### config.mk
export PLATFORM = sky130hd
export DESIGN_NAME = dsp_mac_sequencer
export DESIGN_NICKNAME = d
export VERILOG_FILES = /design/src/rtl/dsp_mac_sequencer.sv
export SDC_FILE = /design/constraint.sdc
export NUM_CORES = 1
export LEC_CHECK = 0
export ABC_AREA = 0
export BUFFER_PORTS_ARGS = -buffer_cell sky130_fd_sc_hd__buf_4
export CAP_MARGIN = 30
export CORE_ASPECT_RATIO = 0.5
export CORE_MARGIN = 2
export CORE_UTILIZATION = 45
export CTS_CLUSTER_SIZE = 24
export DETAILED_ROUTE_END_ITERATION = 7
export PLACE_DENSITY = 0.91
export SLEW_MARGIN = 15
export SYNTH_ARGS = -nofsm -noshare
export SYNTH_HDL_FRONTEND = slang
export SYNTH_SLANG_ARGS = --single-unit
### constraint.sdc
create_clock -name clk -period 3.2 [get_ports clk]
set_input_delay 0.64 -clock clk [delete_from_list [all_inputs] [get_ports clk]]
set_output_delay 0.64 -clock clk [all_outputs]
set_load 0.01 [all_outputs]
### src/rtl/dsp_mac_sequencer.sv
// Sequences a DSP48A1 slice as a dot-product MAC: accepts a length command,
// streams A/B pairs into the slice, and returns the accumulated P by valid/ready.
module dsp_mac_sequencer #(
  parameter int MLAT  = 2,
  parameter int CNT_W = 10
) (
  input  logic             clk,
  input  logic             rst,
  input  logic             cmd_valid,
  output logic             cmd_ready,
  input  logic [CNT_W-1:0] cmd_len,
  input  logic             in_valid,
  output logic             in_ready,
  input  logic [17:0]      in_a,
  input  logic [17:0]      in_b,
  output logic             res_valid,
  input  logic             res_ready,
  output logic [47:0]      res_data,
  output logic [17:0]      dsp_a,
  output logic [17:0]      dsp_b,
  output logic [7:0]       dsp_opmode,
  output logic             dsp_ceP,
  output logic             dsp_rstP,
  output logic             dsp_carryin,
  input  logic [47:0]      dsp_p
);

  typedef enum logic [1:0] {IDLE, STREAM, DRAIN, RESULT} state_t;

  localparam logic [7:0] OPM_LOAD = 8'h01;  // P = M
  localparam logic [7:0] OPM_ACC  = 8'h09;  // P = P + M

  state_t           state, state_nxt;
  logic [CNT_W-1:0] cnt, len;
  logic             cap_pend;
  logic             in_fire, cmd_fire;

  // Tag pipe: stage 0 is the pair being accepted this cycle, stages 1..MLAT
  // follow the operands through the A1/M registers of the slice.
  logic [MLAT:1] vld_q, first_q, last_q;
  logic [MLAT:0] vld_pipe, first_pipe, last_pipe;

  assign in_fire    = in_valid & in_ready;
  assign cmd_fire   = cmd_valid & cmd_ready;
  assign vld_pipe   = {vld_q, in_fire};
  assign first_pipe = {first_q, in_fire & (cnt == '0)};
  assign last_pipe  = {last_q, in_fire & (cnt == len - 1'b1)};

  assign dsp_a       = in_a;
  assign dsp_b       = in_b;
  assign dsp_rstP    = rst;
  assign dsp_carryin = 1'b0;
  // The slice's opmode register delays this by one cycle, lining it up with M.
  assign dsp_opmode  = first_pipe[MLAT-1] ? OPM_LOAD : OPM_ACC;
  assign dsp_ceP     = vld_pipe[MLAT];

  // NOTE: every output and next-state gets a default before the case so no
  // path leaves a signal unassigned, which would infer a latch.
  always_comb begin
    state_nxt = state;
    cmd_ready = 1'b0;
    in_ready  = 1'b0;
    res_valid = 1'b0;
    case (state)
      IDLE: begin
        cmd_ready = 1'b1;
        if (cmd_valid) state_nxt = (cmd_len == '0) ? RESULT : STREAM;
      end
      STREAM: begin
        in_ready = (cnt < len);
        if (in_valid && in_ready && (cnt == len - 1'b1)) state_nxt = DRAIN;
      end
      DRAIN: begin
        if (cap_pend) state_nxt = RESULT;
      end
      RESULT: begin
        res_valid = 1'b1;
        if (res_ready) state_nxt = IDLE;
      end
      default: state_nxt = IDLE;
    endcase
  end

  // NOTE: all state here is updated with non-blocking assignments so every
  // register samples pre-edge values regardless of statement order.
  always_ff @(posedge clk) begin
    if (rst) begin
      state    <= IDLE;
      cnt      <= '0;
      len      <= '0;
      vld_q    <= '0;
      first_q  <= '0;
      last_q   <= '0;
      cap_pend <= 1'b0;
      res_data <= '0;
    end else begin
      state   <= state_nxt;
      vld_q   <= vld_pipe[MLAT-1:0];
      first_q <= first_pipe[MLAT-1:0];
      last_q  <= last_pipe[MLAT-1:0];
      // P holds the final sum the cycle after the last tag enables ceP.
      cap_pend <= vld_pipe[MLAT] & last_pipe[MLAT];

      if (cmd_fire) begin
        cnt <= '0;
        len <= cmd_len;
        if (cmd_len == '0) res_data <= '0;
      end else if (in_fire) begin
        cnt <= cnt + 1'b1;
      end

      if (state == DRAIN && cap_pend) res_data <= dsp_p;
    end
  end

endmodule

Yosys cells after proc, flatten, opt, wreduce, memory -nomap -nowiden
Cells that the tools add are included.
Widths: inputs -> output; s select.

storage, ports and cells
  register bits after elaboration = 76
  bits of input ports = 99
  output and inout bits = 98
  word-level logic and storage cells = 48

cells by class
  add/subtract/negate cells = 2
  magnitude comparators = 1
  eq/ne operators = 8
  multiplexer cells = 13
  bitwise gates (word level) = 5
  reductions and logical operators = 11

operators by type and width
  operator               count
  $mux 48                3
  $logic_not 10->1       2
  $add 10x1->10 const B  1
  $eq 10x10->1           1
  $lt 10x10->1           1
  $mux 2                 5
  $sub 10x1->10 const B  1
  $ne 2x2->1 const B     4
  $pmux 2 s4             1
  $and 1x1->1            5
  $eq 2x2->1 const B     2
  $mux 4                 1
  $reduce_and 4->1       1
  $reduce_bool 2->1      2
  $logic_and 1x1->1      3
  $mux 1                 3
  $eq 2x1->1 const B     1
  $logic_not 2->1        1
  $reduce_and 2->1       1
  $reduce_or 2->1        1

Logic depth before layout (Yosys ltp)
  word-level depth = 5
  depth in mapped cells = 10
  gate-level depth less buffers = 9

Least setup slack after synthesis
Ideal clock, no wire load.

  kind = register -> register
  from = reg len[2]
  to = reg state[1]
  setup time = 116 ps
  arrival = 2339 ps
  required time = 3084 ps
  slack = 745 ps
  cell stages (with the launch flop) = 9
  buffers on the path = 1
  clock period less this slack = 2455 ps
  path through = dfxtp_1 > buf_6 > or4_4 > or4_1 > a21oi_1 > a31o_2 > o211ai_2 > or4_1 > o211a_1

on the way
  longest elaborated chain between the ends = 5
  elaborated cells on any way between the ends = 7
  classes of those cells = 1 x add/sub; 1 x order compare; 2 x eq/ne; 3 x reduce/logical

ends and longest elaborated chain
  element                                            RTL line  RTL
  start, declared                                    34        logic [CNT_W-1:0] cnt, len;
  start signal, assigned                             106       len <= cmd_len;
  $sub 10x1->10 or $lt 10x10->1 (tied branches)      71, 70
  $eq 10x10->1 or $logic_and 1x1->1 (tied branches)  71        if (in_valid && in_ready && (cnt == len - 1'b1)) state_nxt = DRAIN;
  $logic_and 1x1->1 *                                71
  $ne 2x2->1 (no line) *                             --
  $reduce_and 4->1 (no line) *                       --
  end signal, assigned                               97        state <= state_nxt;
  end, declared                                      33        state_t state, state_nxt;

Every way passes the cells marked *; elsewhere a longest branch is shown, timed or not.
A chain may end at the register's enable or synchronous reset.

Final worst setup path
  from = reg len[1]
  to = reg state[1]

Same word-level chain as after synthesis.

==> metrics.txt <==
total wirelength of the detailed-routed design around 9.6 mm; worst-case vdd ir drop ~0.32 mV; Hold Violations, Final 0; antenna cell count 0; sum of met3 wire segment lengths after detailed routing around 700 um; Power Dens Cells 557 nW/um2; worst hold slack about 0.44 ns; sequential element share of the synthesized area about two fifths; peak fanout along the critical path 6; DRC violation count after routing 0; area delta synth->final 24.9%; Clock Root Buffer sky130_fd_sc_hd__clkbuf_16; status finished clean; per-instance average area after synthesis 8.53 um2; FILL cells approximately 680; Post-Syn Instances around 440; maximum capacitance violations 0; vias about 3,400; detailed placer's ending HPWL 6.67 mm; relative slew slack a little under half; CP endpoint kind flip-flop; share of the clock period used by the worst path after layout 86.9%; Synth Warn # 0; RePlAce Congestion ~0.83; global-route wire length before repair roughly 15 mm; final setup fails 0; GRT Total Usage between 20 and 25%; sum of met2 wire segment lengths after detailed routing roughly 4.8 mm; max-slew violations 0; total power draw between 2 and 3 mW; Leakage Power 1.96 nW; fraction of the core area covered by cells at the end of the flow between 50% and 60%; number of buffers added by the clock tree synthesis step 9; width of the die between 100 and 150 um; Initial Utilization between 40% and 50%; distinct cell type count after synthesis between 40 and 50; worst path required time between 3 and 4 ns; post-layout minimum cycle time ~2.8 ns; number of global-route vias before repair around 3,200; area occupied by multi-input gates 1770 um2; setup repair after global routing missed its margin no; clock latency at the later pin of the worst-skew pair 0.33 ns; Total Negative Setup Slacks 0 ns; post_cts resized 0; top cell type's share of synthesized area roughly two fifths; Rows 23; count of buffers from port buffering 116; top library cells by usage in the layout, fill and taps aside sky130_fd_sc_hd__buf_4, sky130_fd_sc_hd__dfxtp_1, sky130_fd_sc_hd__nor2_1; Die Y-Extent a little under 70 um; Area after DPL 4420 um2; Synth area leader sky130_fd_sc_hd__dfxtp_1; detail-routed via count per cell ~5.4; fmax between 0.3 and 0.4 GHz; final antenna-violating net count 0; Synth async-reset ratio 0%; post-route worst setup slack around 0.42 ns; cts hold-fix bufs 0; antenna violations before repair 0; dominant cells by area after synthesis sky130_fd_sc_hd__dfxtp_1, sky130_fd_sc_hd__a22oi_1, sky130_fd_sc_hd__buf_4; met1 wire length about 3.8 mm; die area 9150 um2; Main synth FF type sky130_fd_sc_hd__dfxtp_1; post-layout net count between 600 and 700; commonest non-fill, non-tap cell in the layout sky130_fd_sc_hd__buf_4; clock-pin slew on the worst setup and hold paths ~0.060 ns; sequential cell area around 1500 um2; maximum clock path buffer count 2; post-placement cell count between 600 and 700; highest metal layer used by the detailed router met4; type of the worst setup path reg -> reg; area of all placed cells without fillers roughly 4700 um2; synthesis-stage register bit count between 70 and 80; detailed-routing iteration count for the pre-antenna-repair pass 7; number of standard cells in the final layout excluding fillers 625; Startpoint Class flip-flop; setup skew after layout about 0.0094 ns; Hold Path Class reg -> reg; Routed WL per cell 15.4 um; TritonCTS clock tree yes; Post-synth EDFFs 0; worst slew pin tran ~0.80 ns; core box area approximately 8100 um2; clock sinks 76; worst path arrival time around 3 ns; number of I/O pins 197; largest net degree at the start of global routing 70; First DRT Iteration DRCs 250; global-route congestion overflow total 0; buffers inserted during post-CTS setup optimization 0; pre-CTS WS roughly 0.39 ns; maximum level of the CTS H-tree 3; cell area after synthesis about 3800 um2; share of final-layout standard cells stronger than drive strength 1 about 28%
[report_power, final]
part	switching, mW	internal, mW
logic	0.357	0.295
registers	0.0462	0.984
clock network	0.407	0.530
total	0.810	1.81
[cell type report]
class / instances / share of cell area (%)
tap: 112 / 2.98
inverter: 18 / 1.44
sequential: 76 / 32.4
clock buffer: 10 / 4.87
clock inverter: 6 / 1.01
timing repair buffer: 121 / 19.8
multi-input combinational: 282 / 37.6
[synthesized netlist by cell type (6+ instances only)]
cell type,instances
sky130_fd_sc_hd__nor2_1,63
sky130_fd_sc_hd__nand2_1,26
sky130_fd_sc_hd__xnor2_1,10
sky130_fd_sc_hd__or4_1,6
sky130_fd_sc_hd__nor3_1,7
sky130_fd_sc_hd__nand3_1,6
sky130_fd_sc_hd__buf_4,45
sky130_fd_sc_hd__inv_1,18
sky130_fd_sc_hd__a22oi_1,48
sky130_fd_sc_hd__o21ai_0,6
sky130_fd_sc_hd__clkbuf_1,21
sky130_fd_sc_hd__a21oi_1,20
sky130_fd_sc_hd__dfxtp_1,76
sky130_fd_sc_hd__ha_1,17
sky130_fd_sc_hd__nor4_1,6
[kinds of logic (layout without fill, tap and decap cells)]
family	count (synthesis)	count (layout)	share of synthesized area, %
adder cells (fa/ha/maj)	17	17	5.65
AND/OR/NAND/NOR	143	143	18.1
AO/OA/AOI/OAI	98	98	18.2
other	2	8	0.200
multiplexers	2	2	0.532
flip-flops	76	76	40.4
buffers and inverters	89	155	13.6
XOR/XNOR	14	14	3.26
[state kept, by name (all words and copies together) (netlist names)]
register / cells
cap_pend: 1
vld_q: 2
first_q: 1
state: 2
len: 10
cnt: 10
res_data: 48
last_q: 2
[final timing paths]
check	cells past startpoint	to	slack, ns	start
setup / recovery	9	state[1]	0.42	len[1]
hold / removal	2	cap_pend	0.44	last_q[2]
setup reg to reg	9	state[1]	0.42	len[1]
hold reg to reg	2	cap_pend	0.44	last_q[2]
[worst max-delay path: stages (launching register included)]
cell and delay, ns:
sky130_fd_sc_hd__dfxtp_1 0.36, sky130_fd_sc_hd__inv_1 0.11, sky130_fd_sc_hd__ha_1 0.27, sky130_fd_sc_hd__or3b_2 0.53, sky130_fd_sc_hd__nor4_1 0.27, sky130_fd_sc_hd__a31oi_1 0.07, sky130_fd_sc_hd__a21oi_1 0.21, sky130_fd_sc_hd__o211ai_2 0.15
sky130_fd_sc_hd__o41ai_1 0.56, sky130_fd_sc_hd__o211a_1 0.20
[metal layers]
metal | global-route usage, % | vias up
met1 | 22.7 | 1585
met3 | 5.99 | 37
met5 | 0 | -
met2 | 37.1 | 135
li1 | - | 1612
met4 | 9.44 | 0
Note: power is estimated with default switching activity, not from simulation.
